<file path="config.mk">
export PLATFORM = sky130hd
export DESIGN_NAME = force_release_bank
export DESIGN_NICKNAME = d
export VERILOG_FILES = /design/src/rtl/force_bank_pkg.sv /design/src/rtl/force_bank_channel.sv /design/src/rtl/force_release_bank.sv
export SDC_FILE = /design/constraint.sdc
export NUM_CORES = 1
export LEC_CHECK = 0
export ABC_CLOCK_PERIOD_IN_PS = 1700
export CAP_MARGIN = 0
export CORE_MARGIN = 5
export CORE_UTILIZATION = 47
export CTS_CLUSTER_SIZE = 20
export DETAILED_ROUTE_END_ITERATION = 16
export MAX_ROUTING_LAYER = met4
export PLACE_DENSITY_LB_ADDON = 0.12
export REMOVE_ABC_BUFFERS = 1
export SYNTH_ARGS = -nofsm -noshare
export SYNTH_HDL_FRONTEND = slang
export SYNTH_SLANG_ARGS = --single-unit
export TNS_END_PERCENT = 100
</file>
<file path="constraint.sdc">
create_clock -name clk -period 1.7 [get_ports clk]
set_clock_uncertainty 0.05 [all_clocks]
set_input_delay 0.34 -clock clk [delete_from_list [all_inputs] [get_ports clk]]
set_output_delay 0.34 -clock clk [all_outputs]
set_load 0.02 [all_outputs]
</file>
<file path="src/rtl/force_bank_pkg.sv">
// Shared types for the force/release register bank: command opcodes and
// the release-all sweep FSM states.
package force_bank_pkg;

    typedef enum logic [1:0] {
        OP_NOP         = 2'd0,
        OP_FORCE       = 2'd1,
        OP_RELEASE     = 2'd2,
        OP_RELEASE_ALL = 2'd3
    } cmd_op_e;

    typedef enum logic {
        ST_IDLE  = 1'b0,
        ST_SWEEP = 1'b1
    } state_e;

endpackage

</file>
<file path="src/rtl/force_bank_channel.sv">
// One channel of the bank: underlying register, per-bit force mask/value and
// the visible-value mux. Released bits inherit the forced value into r.
module force_bank_channel #(
    parameter int WIDTH = 8
) (
    input  logic             clk,
    input  logic             rst,
    input  logic             en,
    input  logic [WIDTH-1:0] d,
    input  logic             force_stb,
    input  logic             release_stb,
    input  logic [WIDTH-1:0] mask,
    input  logic [WIDTH-1:0] value,
    output logic [WIDTH-1:0] q,
    output logic             forced
);

    logic [WIDTH-1:0] r_reg, fm_reg, fv_reg;
    logic [WIDTH-1:0] r_next, fm_next, fv_next;
    logic [WIDTH-1:0] rel_m;

    always_comb begin
        rel_m   = release_stb ? (mask & fm_reg) : '0;
        r_next  = en ? d : r_reg;
        // The release write-back takes priority over a same-edge sample.
        r_next  = (r_next & ~rel_m) | (fv_reg & rel_m);
        fm_next = fm_reg & ~rel_m;
        fv_next = fv_reg;
        if (force_stb) begin
            fm_next = fm_next | mask;
            fv_next = (fv_reg & ~mask) | (value & mask);
        end
    end

    always_ff @(posedge clk) begin
        if (rst) begin
            r_reg  <= '0;
            fm_reg <= '0;
            fv_reg <= '0;
        end else begin
            r_reg  <= r_next;
            fm_reg <= fm_next;
            fv_reg <= fv_next;
        end
    end

    assign q      = (fv_reg & fm_reg) | (r_reg & ~fm_reg);
    assign forced = |fm_reg;

endmodule

</file>
<file path="src/rtl/force_release_bank.sv">
// Bank of CHANNELS force/release registers with a command port, sticky
// out-of-range error and a sequenced one-channel-per-cycle release-all sweep.
module force_release_bank
    import force_bank_pkg::*;
#(
    parameter  int WIDTH    = 8,
    parameter  int CHANNELS = 4,
    localparam int CHW      = (CHANNELS > 1) ? $clog2(CHANNELS) : 1
) (
    input  logic                      clk,
    input  logic                      rst,
    input  logic [CHANNELS*WIDTH-1:0] d_in,
    input  logic [CHANNELS-1:0]       en,
    input  logic                      cmd_valid,
    output logic                      cmd_ready,
    input  logic [1:0]                cmd_op,
    input  logic [CHW-1:0]            cmd_chan,
    input  logic [WIDTH-1:0]          cmd_mask,
    input  logic [WIDTH-1:0]          cmd_value,
    output logic [CHANNELS*WIDTH-1:0] q,
    output logic [CHANNELS-1:0]       forced,
    output logic                      busy,
    output logic                      cmd_err
);

    state_e         state_reg, state_next;
    logic [CHW-1:0] k_reg, k_next;
    logic           err_reg, err_next;

    cmd_op_e        op;
    logic           accept;
    logic           in_range;
    logic           sweeping;
    logic           last_k;
    logic [WIDTH-1:0] chan_mask;

    assign op        = cmd_op_e'(cmd_op);
    assign cmd_ready = (state_reg == ST_IDLE) && !rst;
    assign accept    = cmd_valid && cmd_ready;
    assign in_range  = int'(cmd_chan) < CHANNELS;
    assign sweeping  = (state_reg == ST_SWEEP);
    assign last_k    = int'(k_reg) == CHANNELS - 1;
    // No command is accepted during a sweep, so one shared mask bus suffices.
    assign chan_mask = sweeping ? '1 : cmd_mask;
    assign busy      = sweeping;
    assign cmd_err   = err_reg;

    generate
        for (genvar gi = 0; gi < CHANNELS; gi++) begin : g_chan
            logic sel;
            logic force_stb;
            logic release_stb;

            assign sel         = accept && in_range && (int'(cmd_chan) == gi);
            assign force_stb   = sel && (op == OP_FORCE);
            assign release_stb = (sel && (op == OP_RELEASE))
                               || (sweeping && (int'(k_reg) == gi));

            force_bank_channel #(.WIDTH(WIDTH)) u_chan (
                .clk         (clk),
                .rst         (rst),
                .en          (en[gi]),
                .d           (d_in[gi*WIDTH +: WIDTH]),
                .force_stb   (force_stb),
                .release_stb (release_stb),
                .mask        (chan_mask),
                .value       (cmd_value),
                .q           (q[gi*WIDTH +: WIDTH]),
                .forced      (forced[gi])
            );
        end
    endgenerate

    always_comb begin
        state_next = state_reg;
        k_next     = k_reg;
        // RELEASE_ALL ignores cmd_chan, so it never flags an error.
        err_next   = err_reg | (accept && (op != OP_RELEASE_ALL) && !in_range);
        case (state_reg)
            ST_IDLE: begin
                if (accept && (op == OP_RELEASE_ALL)) begin
                    state_next = ST_SWEEP;
                    k_next     = '0;
                end
            end
            ST_SWEEP: begin
                if (last_k) begin
                    state_next = ST_IDLE;
                    k_next     = '0;
                end else begin
                    k_next = k_reg + 1'b1;
                end
            end
            default: begin
                state_next = ST_IDLE;
                k_next     = '0;
            end
        endcase
    end

    always_ff @(posedge clk) begin
        if (rst) begin
            state_reg <= ST_IDLE;
            k_reg     <= '0;
            err_reg   <= 1'b0;
        end else begin
            state_reg <= state_next;
            k_reg     <= k_next;
            err_reg   <= err_next;
        end
    end

endmodule
</file>
==> impl_metrics.tcl <==
set metrics [dict create \
    cts_num_sinks 99 \
    critical_path.startpoint "g_chan[2].u_chan.fm_reg[3]" \
    total_power_consumption_of_the_routed_design_mw 4.95 \
    detail_route.wl_per_cell_um 19.4 \
    cp.arrival_ns 1.38 \
    dr.pass1.iters 5 \
    netlist_area_mm2 0.00496 \
    postRouteAntennaNets 0 \
    critPathTopFamily "flip-flops" \
    cts_hold_repair.buffers 0 \
    grt.busiest_layer "met2" \
    rrSetupSlack_ns -0.03 \
    synth.yosys.seq_area_share 0.399 \
    htree_levels 3 \
    largest_net_degree_at_the_start_of_global_routing 48 \
    n_fill_cell 774 \
    detail_route.drc_violations 0 \
    final_antenna_diode_count 0 \
    dpl-instance-area_mm2 0.00649 \
    crit_path_start_kind "flip-flop" \
    synth.mux.area_fraction 0.200 \
    grt.met1_usage 0.307 \
    final-setup-viol-count 8 \
    post_route_standard_cell_area_excluding_fillers_mm2 0.00730 \
    clock_tree.root_cell "clkbuf_8" \
    dr.first_iter.drc_count 294 \
    cts-root-to-sink-buffers 2 \
    share_of_the_synthesized_netlist_area_taken_by_xor_and_xnor_gates 0 \
    launch_instance_of_the_worst_register_to_register_path "busy" \
    power.leakage_nw 3.05 \
    min_path_cells 2 \
    port_buffers 96 \
    routed-via-count 4818 \
    timing_max_transition_violations_final 0 \
    maxClockFrequency_mhz 564 \
    grt_antenna_before_repair 0 \
    violations_in_the_final_reports "setup timing" \
    grt_use_met2 0.387 \
    grt_usage 0.242 \
    timing.hold.worst_endpoint "g_chan[0].u_chan.fm_reg[2]" \
    dominantRegCellSynth "dfxtp_1" \
    final_layout_size_suffix_gt1_frac 0.383 \
    io_pins 98 \
    critical_path_buf_inv_count 2 \
    worstHoldStart "g_chan[0].u_chan.fm_reg[2]" \
    floorplan.die_area_mm2 0.0127 \
    cts_buffers 9 \
    tritoncts "built" \
    syn_avg_cell_area_um2 9.07 \
    slowest_cell_on_the_critical_path "dfxtp_4" \
    reg2regPathDepth 4 \
    run_status "complete, but fails checks" \
    path_class "flip-flop to output pin" \
    postRouteWirelength_mm 16.3 \
    finalHoldViolCount 0 \
    largest_family_of_logic_cells_by_synthesized_area "multiplexers" \
    synth_fa_ha_area_frac 0.0101 \
    die_h_um 113 \
    period_minus_ws_final_ns 1.77 \
    worstHoldPathType "flip-flop to flip-flop" \
    async_flop_share 0 \
    crit_chain "nor4_4 > buf_4 > nand2_2 > buf_6" \
    use_met3 0.0385 \
    clk_pin_slew_ns 0.10 \
    area_growth_pct 47.2 \
    slowest_delay_ns 0.37 \
    finalNonFillerCells 838 \
    detailedPlacementHpwl_mm 10.5 \
    finalSetupTns_ns -0.252 \
    layout_setup_ws_ns -0.0726 \
    measured_slew_at_the_worst_slew_check_pin_ns 0.560 \
    die_x_um 113 \
    worst_ep_required_time_ns 1.31 \
    ir_drop_mv 0.419 \
    rsz0062_at_grt "yes" \
    end_kind "output pin" \
    synth-simple-area-share 0.195 \
    worst_path_max_fanout 2 \
    synth.distinct_cells 39 \
    postSynthCellCount 547 \
    final_min_period_over_clock_period 1.04 \
    instance_count_after_placement_with_tap_cells_included 798 \
    number_of_global_route_vias_before_repair 4709 \
    worst_skew_pair.late_latency_ns 0.39 \
    design.core.area_mm2 0.0103 \
    count_of_flip_flops_with_a_built_in_enable_after_synthesis 0 \
    synth.yosys.warnings 0 \
    worst_slew_margin_rel 0.625 \
    finish.net_count 760 \
    initial_utilization 0.481 \
    pwr_density_cell_mw_per_mm2 678 \
    core.rowCount 37 \
    place_congestion 0.876 \
    grt_pass1_wl_mm 24.1 \
    synth-seq-cells 99 \
    dp_slack_ns -0.644 \
    synthesized_area_fraction_occupied_by_ao_oa_aoi_and_oai_cells 0.152 \
    drv.max_cap_violation_count 0 \
    route.detailed.vias_per_inst 5.75 \
    total_congestion_overflow 0 \
]
[cell usage in the layout, fill, tap and decap left out, types with 3 or more instances in the layout]
cell	n
or2_2	8
dfxtp_4	11
buf_12	12
nand3b_1	4
nor3_1	32
nor3_4	12
o21bai_1	13
inv_6	4
o21ai_1	8
clkdlybuf4s50_1	54
mux2_2	26
dfxtp_1	65
o21ai_0	16
nor4_4	4
mux2_4	7
buf_2	25
o21a_1	24
nor3_2	18
dlygate4sd2_1	3
a21oi_1	34
mux2i_1	62
nor2_1	39
buf_6	23
clkbuf_8	9
clkbuf_16	3
ha_1	4
dfxtp_2	23
nand2_1	38
buf_4	56
o311a_1	8
nand3_1	17
[per-layer routing]
layer	part of all wire	vias up
li1	-	2299
met2	0.49	174
met1	0.42	2305
met3	0.062	40
met4	0.026	0
met5	0	-
[how the worst max path moves through the flow]
stage	to	slack (ns)	cells past startpoint
floorplan	flip-flop	-0.60	4
global placement	flip-flop	-0.58	5
detailed placement	flip-flop	-0.64	5
CTS	forced[2]	-0.11	4
global route	forced[1]	-0.12	4
finish	forced[2]	-0.07	4
[cell usage after synthesis (9+ instances only)]
master | number | area [um^2]
dfxtp_1 | 99 | 1980
mux2i_1 | 62 | 621
nor3_1 | 54 | 270
nor2_1 | 41 | 154
nand2_1 | 40 | 150
a21oi_1 | 35 | 175
mux2_2 | 33 | 372
o21a_1 | 24 | 180
o21ai_0 | 24 | 120
clkbuf_1 | 21 | 78.8
nand3_1 | 19 | 95.1
o21bai_1 | 13 | 97.6
buf_2 | 9 | 45.0
[cell type report]
| cell class | count | area, um^2 | area share |
|---|---|---|---|
| multi-input cells | 405 | 3140 | 0.430 |
| flip-flops and latches | 99 | 2050 | 0.281 |
| repair buffers | 179 | 1730 | 0.237 |
| well taps | 136 | 170 | 0.0233 |
| clock buffers | 9 | 124 | 0.0170 |
| clock inverters | 7 | 80.1 | 0.0110 |
| inverters | 3 | 11.3 | 0.00154 |
[power breakdown]
part / total, mW / internal, mW / switching [mW]
clock network: 1.61 / 0.702 / 0.912
registers: 2.40 / 2.36 / 0.0368
logic: 0.938 / 0.464 / 0.474
total: 4.95 / 3.53 / 1.42
[kinds of logic after synthesis]
group                      count (synthesis)
AOI/OAI and AO/OA                        115
muxes                                     95
and+or+nand+nor                          189
other                                      1
adders and majority gates                  4
DFF                                       99
buffers and inverters                     44
[worst min-delay path, delay by kind of cell, from the launching register on]
| kind | cells | cell delay, ns |
|---|---|---|
| flip-flops | 1 | 0.35 |
| AO/OA/AOI/OAI | 2 | 0.13 |
[stage by stage]
stage                     utilization  hold slack [ns]
after floorplan                     -            0.359
after global placement          0.629            0.424
after detailed placement        0.629            0.444
after CTS                       0.655            0.458
after global routing            0.708            0.484
final                           0.708            0.460
[timing repair]
action	4_1_cts	5_1_grt
cloned	1	5
pin swaps	3	36
gates resized for setup	214	97
endpoints found under the setup margin	73	70
buffers inserted	11	8
(Power assumes the default switching activity.)
